## config.mk

```make
export PLATFORM = sky130hd
export DESIGN_NAME = camera_pattern_gen_flat
export DESIGN_NICKNAME = d
export VERILOG_FILES = /design/src/rtl/camera_pattern_gen_if.sv /design/src/rtl/camera_pattern_gen.sv /design/src/flat_wrapper.sv
export SDC_FILE = /design/constraint.sdc
export NUM_CORES = 1
export LEC_CHECK = 0
export CORE_UTILIZATION = 41
export CTS_BUF_LIST = sky130_fd_sc_hd__clkbuf_16
export DETAILED_ROUTE_END_ITERATION = 6
export GPL_ROUTABILITY_DRIVEN = 0
export GPL_TIMING_DRIVEN = 0
export PLACE_DENSITY_LB_ADDON = 0.1
export RECOVER_POWER = 25
export SKIP_LAST_GASP = 1
export SLEW_MARGIN = 20
export SYNTH_ARGS = -nofsm -noshare
export SYNTH_HDL_FRONTEND = slang
export SYNTH_SLANG_ARGS = --single-unit
```

## constraint.sdc

```tcl
create_clock -name clk -period 2.96 [get_ports clk]
set_clock_uncertainty 0.1 [all_clocks]
set_input_delay 0.592 -clock clk [delete_from_list [all_inputs] [get_ports clk]]
set_output_delay 0.592 -clock clk [all_outputs]
set_load 0.01 [all_outputs]
```

## src/rtl/camera_pattern_gen_if.sv

```systemverilog
// camera_pattern_gen_if: parallel camera bus (pclk, vsync, href, 8-bit data)
interface camera_pattern_gen_if;
  logic       cam_pclk;
  logic       cam_vsync;
  logic       cam_href;
  logic [7:0] cam_dout;
  modport master (output cam_pclk, cam_vsync, cam_href, cam_dout);
  modport slave  (input  cam_pclk, cam_vsync, cam_href, cam_dout);
endinterface

```

## src/rtl/camera_pattern_gen.sv

```systemverilog
// camera_pattern_gen: synthetic parallel-camera source emitting RGB565 test frames
module camera_pattern_gen #(
  parameter int H_ACTIVE    = 640,
  parameter int H_BLANK     = 144,
  parameter int V_ACTIVE    = 480,
  parameter int VSYNC_LINES = 3,
  parameter int V_BACK      = 17,
  parameter int V_FRONT     = 10
) (
  input  logic                       clk,
  input  logic                       resetn,
  input  logic                       enable,
  input  logic [1:0]                 pattern_sel,
  input  logic [15:0]                solid_rgb,
  output logic                       frame_done,
  output logic [15:0]                frame_count,
  camera_pattern_gen_if.master       cam
);
  localparam int L     = 2 * H_ACTIVE + H_BLANK;
  localparam int BAR_W = H_ACTIVE / 8;
  localparam logic [7:0][15:0] BARS = {16'h0000, 16'h001F, 16'hF800, 16'hF81F,
                                       16'h07E0, 16'h07FF, 16'hFFE0, 16'hFFFF};

  typedef enum logic [2:0] {IDLE, VSYNC, VBACK, ACTIVE, VFRONT} state_t;

  state_t      state_q, state_d;
  logic        pclk_q, pclk_d;
  logic [10:0] hcount_q, hcount_d;
  logic [9:0]  vcount_q, vcount_d;
  logic [10:0] bar_pix_q, bar_pix_d;
  logic [2:0]  bar_q, bar_d;
  logic [1:0]  pat_q, pat_d;
  logic [15:0] solid_q, solid_d;
  logic        vsync_q, vsync_d;
  logic        href_q, href_d;
  logic [7:0]  dout_q, dout_d;
  logic        frame_done_q, frame_done_d;
  logic [15:0] frame_count_q, frame_count_d;
  logic [9:0]  last_line;
  logic [15:0] pix;

  assign last_line = state_q == VSYNC  ? 10'(VSYNC_LINES - 1) :
                     state_q == VBACK  ? 10'(V_BACK - 1) :
                     state_q == ACTIVE ? 10'(V_ACTIVE - 1) : 10'(V_FRONT - 1);

  // Frame sequencing, slot/line counters, bar tracking and per-frame pattern latch; all advance on slot edges
  always_comb begin
    state_d       = state_q;
    pclk_d        = ~pclk_q;
    hcount_d      = hcount_q;
    vcount_d      = vcount_q;
    bar_pix_d     = bar_pix_q;
    bar_d         = bar_q;
    pat_d         = pat_q;
    solid_d       = solid_q;
    frame_done_d  = 1'b0;
    frame_count_d = frame_count_q;
    if (pclk_q && state_q == IDLE) begin
      state_d = enable ? VSYNC : IDLE;
    end else if (pclk_q && hcount_q == 11'(L - 1)) begin
      hcount_d = '0;
      vcount_d = vcount_q + 10'd1;
      if (vcount_q == last_line) begin
        vcount_d = '0;
        state_d  = state_q == VSYNC  ? VBACK :
                   state_q == VBACK  ? ACTIVE :
                   state_q == ACTIVE ? VFRONT : (enable ? VSYNC : IDLE);
        if (state_q == VFRONT) begin
          frame_done_d  = 1'b1;
          frame_count_d = frame_count_q + 16'd1;
        end
      end
    end else if (pclk_q) begin
      hcount_d = hcount_q + 11'd1;
    end
    if (pclk_q && state_d == VSYNC && state_q != VSYNC) begin
      pat_d   = pattern_sel;
      solid_d = solid_rgb;
    end
    if (pclk_q && hcount_d == '0) begin
      bar_pix_d = '0;
      bar_d     = '0;
    end else if (pclk_q && hcount_q[0]) begin
      bar_pix_d = bar_pix_q == 11'(BAR_W - 1) ? '0 : bar_pix_q + 11'd1;
      bar_d     = bar_pix_q == 11'(BAR_W - 1) ? bar_q + 3'd1 : bar_q;
    end
  end

  // Pixel colour for the upcoming slot from the frame's latched pattern
  always_comb begin
    pix = pat_d == 2'd0 ? BARS[bar_d] :
          pat_d == 2'd1 ? {hcount_d[8:4], hcount_d[8:3], hcount_d[8:4]} :
          pat_d == 2'd2 ? {16{hcount_d[4] ^ vcount_d[3]}} : solid_d;
  end

  // Bus outputs are recomputed only on slot edges so they hold across the pclk rise
  always_comb begin
    vsync_d = vsync_q;
    href_d  = href_q;
    dout_d  = dout_q;
    if (pclk_q) begin
      vsync_d = state_d == VSYNC;
      href_d  = state_d == ACTIVE && hcount_d < 11'(2 * H_ACTIVE);
      dout_d  = href_d ? (hcount_d[0] ? pix[7:0] : pix[15:8]) : 8'h00;
    end
  end

  // State and registered outputs, cleared immediately by resetn
  always_ff @(posedge clk or negedge resetn) begin
    if (!resetn) begin
      state_q       <= IDLE;
      pclk_q        <= 1'b0;
      hcount_q      <= '0;
      vcount_q      <= '0;
      bar_pix_q     <= '0;
      bar_q         <= '0;
      pat_q         <= '0;
      solid_q       <= '0;
      vsync_q       <= 1'b0;
      href_q        <= 1'b0;
      dout_q        <= '0;
      frame_done_q  <= 1'b0;
      frame_count_q <= '0;
    end else begin
      state_q       <= state_d;
      pclk_q        <= pclk_d;
      hcount_q      <= hcount_d;
      vcount_q      <= vcount_d;
      bar_pix_q     <= bar_pix_d;
      bar_q         <= bar_d;
      pat_q         <= pat_d;
      solid_q       <= solid_d;
      vsync_q       <= vsync_d;
      href_q        <= href_d;
      dout_q        <= dout_d;
      frame_done_q  <= frame_done_d;
      frame_count_q <= frame_count_d;
    end
  end

  assign cam.cam_pclk  = pclk_q;
  assign cam.cam_vsync = vsync_q;
  assign cam.cam_href  = href_q;
  assign cam.cam_dout  = dout_q;
  assign frame_done    = frame_done_q;
  assign frame_count   = frame_count_q;
endmodule

```

## src/flat_wrapper.sv

```systemverilog
// flat-port wrapper written by rule: the top's interface ports become plain ports
module camera_pattern_gen_flat 
#(
  parameter int H_ACTIVE    = 640,
  parameter int H_BLANK     = 144,
  parameter int V_ACTIVE    = 480,
  parameter int VSYNC_LINES = 3,
  parameter int V_BACK      = 17,
  parameter int V_FRONT     = 10
)
  (clk, resetn, enable, pattern_sel, solid_rgb, frame_done, frame_count, cam_cam_pclk, cam_cam_vsync, cam_cam_href, cam_cam_dout);
  camera_pattern_gen_if cam_i ();
  input  logic clk;
  input  logic resetn;
  input  logic enable;
  input  logic [1:0] pattern_sel;
  input  logic [15:0] solid_rgb;
  output logic frame_done;
  output logic [15:0] frame_count;
  output wire logic [$bits(cam_i.cam_pclk)-1:0] cam_cam_pclk;
  output wire logic [$bits(cam_i.cam_vsync)-1:0] cam_cam_vsync;
  output wire logic [$bits(cam_i.cam_href)-1:0] cam_cam_href;
  output wire logic [$bits(cam_i.cam_dout)-1:0] cam_cam_dout;
  assign cam_cam_pclk = cam_i.cam_pclk;
  assign cam_cam_vsync = cam_i.cam_vsync;
  assign cam_cam_href = cam_i.cam_href;
  assign cam_cam_dout = cam_i.cam_dout;
  camera_pattern_gen #(.H_ACTIVE(H_ACTIVE), .H_BLANK(H_BLANK), .V_ACTIVE(V_ACTIVE), .VSYNC_LINES(VSYNC_LINES), .V_BACK(V_BACK), .V_FRONT(V_FRONT)) u_core (.clk(clk), .resetn(resetn), .enable(enable), .pattern_sel(pattern_sel), .solid_rgb(solid_rgb), .frame_done(frame_done), .frame_count(frame_count), .cam(cam_i));
endmodule
```

==> flow_summary_export.csv <==
group,metric,value,unit
outcome,outcome,"complete, but fails checks",
outcome,violated_checks,"capacitance limit, slew limit, setup timing",
floorplan,core_area,0.0110,mm²
yosys,synth.net_count,499,
cts,clkTransAtPathRegs,0.07,ns
sta,max_slew.worst_pin.slew,1.74,ns
place,numPortBuffers,48,
worst_setup_path,critical_path.max_fanout,5,
sta,rsz0062_at_grt,"yes",
routing,first_pass_iters,4,
yosys,synthFlopType,"sky130_fd_sc_hd__dfrtp_1",
routing,post_drt_via_cell_ratio,5.41,
worst_setup_path,critical_path_arrival,3.24,ns
worst_setup_path,r2r-start,"u_core.vcount_q[6]$_DFFE_PN0P_",
worst_setup_path,setup.worst_path.start,"enable",
place,dpl_cell_area,0.00540,mm²
sta,hold_viol_final,0,
yosys,post_synth_mux_area_share,0.0620,
worst_setup_path,worstRegToRegCells,9,
sta,timing.final.setup_violations,18,
yosys,synthesis_stage_register_bit_count,84,
routing,drc,0,
yosys,gate_count_post_synth,472,
worst_setup_path,reg2reg_setup_slack,-0.15,ns
routing,wl_per_cell,16.3,µm
sta,fmax,321,MHz
yosys,synthesis.area,0.00468,mm²
sta,slew_headroom,-0.162,
power,finalPower,2340,µW
cts,ctsHtreeMaxLevel,3,
routing,detail-route-antenna-nets,0,
global_route,antenna_found_initial,0,
flow_run,max_cap_violations,1,
worst_hold_path,min_delay_path_depth,1,
routing,first_iter_violations,227,
yosys,synthesis.yosys.warnings,0,
sta,holdWs,0.368,ns
layout,drive_gt1_frac,0.247,
floorplan,die_area,0.0118,mm²
global_route,globalRouteOverflowTotal,0,
cts,clk_root_buffer_cell,"sky130_fd_sc_hd__clkbuf_16",
cts,cts.path.max_buffers,2,
yosys,synth_fa_ha_area_frac,0.0160,
worst_hold_path,min_from,"u_core.frame_count[15]$_DFFE_PN0P_",
sta,worst_slack,-0.156,ns
worst_setup_path,worst-endpoint-required,3.09,ns
yosys,synth-edff-count,0,
worst_setup_path,critical_path.startpoint_type,"primary input",
global_route,grt_start_max_net_pins,55,
yosys,post_synthesis_compound_gate_area_fraction,0.138,
yosys,synth_sequential_area_ratio,0.449,
layout,syn2layout_area_growth,33.5,%
floorplan,fp-row-count,38,
worst_setup_path,endpoint_type_of_the_worst_setup_path,"register",
yosys,synth_xor_xnor_area_share,0.0786,
routing,via_count,3850,
floorplan,die_w,109,µm
layout,antennaDiodeCount,0,
global_route,grt_util_all_layers,0.204,
cts,cts_made_buffers,9,
routing,detail_route.wirelength,11600,µm
cts,worst_skew_pair.late_latency,0.35,ns
floorplan,starting_density_of_the_core,0.426,
power,p_leak,0.00272,µW
layout,post-route-util,0.569,
yosys,synth_top_family_by_area,"simple AND/OR/NAND/NOR gates",
worst_hold_path,min_to,"u_core.frame_count[15]$_DFFE_PN0P_",
power,vdd_ir_drop_max,227,µV
cts,cts_tree,"done",
sta,setup_total_negative_slack,-0.945,ns
worst_hold_path,hp-class,"reg2reg",
floorplan,die_y,109,µm
floorplan,io-pin-count,49,
global_route,first_pass_grt_wire_length,18600,µm
yosys,post_synth_arst_share,1.00,
cts,total_number_of_clock_tree_sinks,84,
sta,post-route-period-util,1.05,
worst_setup_path,critical_path_type,"in2reg",
yosys,netlist_top_cells_area,"sky130_fd_sc_hd__dfrtp_1 45%, sky130_fd_sc_hd__xor2_1 4.5%, sky130_fd_sc_hd__mux2_2 3.6%, sky130_fd_sc_hd__nand2_1 3.4%, sky130_fd_sc_hd__xnor2_1 3.4%",
sta,min_period,3.12,ns
yosys,synth_top_cell_area_share,0.449,
yosys,simple_gate_fraction_of_synth_area,0.223,
yosys,ys_types,71,
yosys,synth_area_leader_cell,"sky130_fd_sc_hd__dfrtp_1",
power,power.density_cell_area,375,mW/mm²
layout,layout.cell_area.non_filler,0.00625,mm²
yosys,post_synth.cell_area_avg,9.92,µm²
place,detailed_place_hpwl,7960,µm
sta,slew_viol_final,32,
layout,nNetsFinal,593,
global_route,via_count_of_the_first_global_routing_pass,3709,
worst_setup_path,critical_path.reg2reg.endpoint,"u_core.cam.cam_dout[0]$_DFFE_PN0P_",
cells by family (layout without fill, tap and decap cells):
kind of cell / Yosys count / count (layout)
muxes: 25 / 25
xor gates and xnor gates: 42 / 42
and+or+nand+nor: 196 / 196
buffers and inverters: 37 / 136
AOI/OAI and AO/OA: 82 / 82
adders and majority gates: 6 / 6
DFF: 84 / 84
cell usage in the layout, fill, tap and decap left out, types with 5 or more instances in the layout:
master                             n
sky130_fd_sc_hd__clkbuf_16        10
sky130_fd_sc_hd__nand4_1           9
sky130_fd_sc_hd__clkdlybuf4s50_1  47
sky130_fd_sc_hd__nand2_1          41
sky130_fd_sc_hd__nor3_2            5
sky130_fd_sc_hd__nand3_1          29
sky130_fd_sc_hd__dfrtp_1          79
sky130_fd_sc_hd__xnor2_1          18
sky130_fd_sc_hd__a21oi_1           5
sky130_fd_sc_hd__ha_1              6
sky130_fd_sc_hd__o21ai_0          17
sky130_fd_sc_hd__and3_1            7
sky130_fd_sc_hd__nor2_1           37
sky130_fd_sc_hd__dfrtp_2           5
sky130_fd_sc_hd__inv_1            18
sky130_fd_sc_hd__xor2_1           24
sky130_fd_sc_hd__mux2_2           15
sky130_fd_sc_hd__nor3_1           18
sky130_fd_sc_hd__mux2i_4           5
sky130_fd_sc_hd__buf_4            32
sky130_fd_sc_hd__nand2b_1          8
sky130_fd_sc_hd__buf_6             8
sky130_fd_sc_hd__nor2b_1           6
timing repair:
action,in CTS,in global routing
hold endpoints to repair,0,0
buffers inserted,16,19
setup endpoints to repair,42,41
hold buffers,0,0
gates resized for setup,31,39
pin swaps,12,19
gates cloned,0,1
state kept, by name, indices dropped and copies added (netlist names), 2 cells and up:
signal               flops
u_core.frame_count      16
u_core.solid_q          16
u_core.bar_pix_q        11
u_core.hcount_q         11
u_core.vcount_q         10
u_core.cam.cam_dout      8
u_core.bar_q             3
u_core.state_q           3
u_core.pat_q             2
cell type report:
class	instances	area, µm²
flip-flops and latches	84	2110
repair buffers	85	797
clock buffers	9	225
clock inverters	7	50.0
inverters	20	75.1
plain buffers	15	115
fillers	951	4740
multi-input cells	351	2700
well taps	140	175
synth_stat cells, types with 9 or more instances:
cell type,count
sky130_fd_sc_hd__o21ai_0,17
sky130_fd_sc_hd__nor3_1,26
sky130_fd_sc_hd__nand4_1,9
sky130_fd_sc_hd__nand3_1,29
sky130_fd_sc_hd__nand2_1,42
sky130_fd_sc_hd__mux2_2,15
sky130_fd_sc_hd__xnor2_1,18
sky130_fd_sc_hd__inv_1,18
sky130_fd_sc_hd__dfrtp_1,84
sky130_fd_sc_hd__xor2_1,24
sky130_fd_sc_hd__nor2_1,40
sky130_fd_sc_hd__nand2b_1,9
critical path: stages:
cell	delay [ns]
sky130_fd_sc_hd__clkdlybuf4s50_1	0.52
sky130_fd_sc_hd__nor2b_1	0.21
sky130_fd_sc_hd__nor2_1	0.05
sky130_fd_sc_hd__or3_1	0.37
sky130_fd_sc_hd__a311oi_4	0.30
sky130_fd_sc_hd__nor2_4	0.14
sky130_fd_sc_hd__mux2i_4	0.25
sky130_fd_sc_hd__o311a_4	0.39
sky130_fd_sc_hd__nor2b_1	0.13
sky130_fd_sc_hd__a221o_1	0.28
routing by layer:
metal | track usage | vias up | share of wire
met2 | 0.314 | 63 | 0.47
met1 | 0.291 | 1880 | 0.49
met5 | 0 | - | 0
met4 | 0.0763 | 0 | 0.0087
li1 | - | 1898 | -
met3 | 0.0293 | 9 | 0.030
how the worst max path moves through the flow:
stage	end	slack (ns)	depth (start not counted)
after CTS	u_core.cam.cam_dout[0]$_DFFE_PN0P_	-0.28	8
after global routing	u_core.cam.cam_dout[7]$_DFFE_PN0P_	-0.26	11
after global placement	u_core.solid_q[3]$_DFF_PN0_	-2.04	1
after floorplan	u_core.cam.cam_dout[0]$_DFFE_PN0P_	-0.04	8
final	u_core.cam.cam_dout[0]$_DFFE_PN0P_	-0.16	10
after detailed placement	u_core.cam.cam_dout[5]$_DFFE_PN0P_	-0.74	10
stage by stage:
stage,instances,worst slack [ns]
2_1_floorplan,472,-0.0360
3_3_place_gp,660,-2.04
3_5_place_dp,661,-0.736
4_1_cts,692,-0.277
5_1_grt,711,-0.261
6_report,711,-0.156
power breakdown:
group | leakage, µW | internal, µW | switching (µW)
logic | 0.00148 | 46.5 | 59.7
registers | 0.00111 | 1160 | 6.97
clock network | 0.000130 | 572 | 498
No activity file was read; power rests on OpenSTA's default activity.
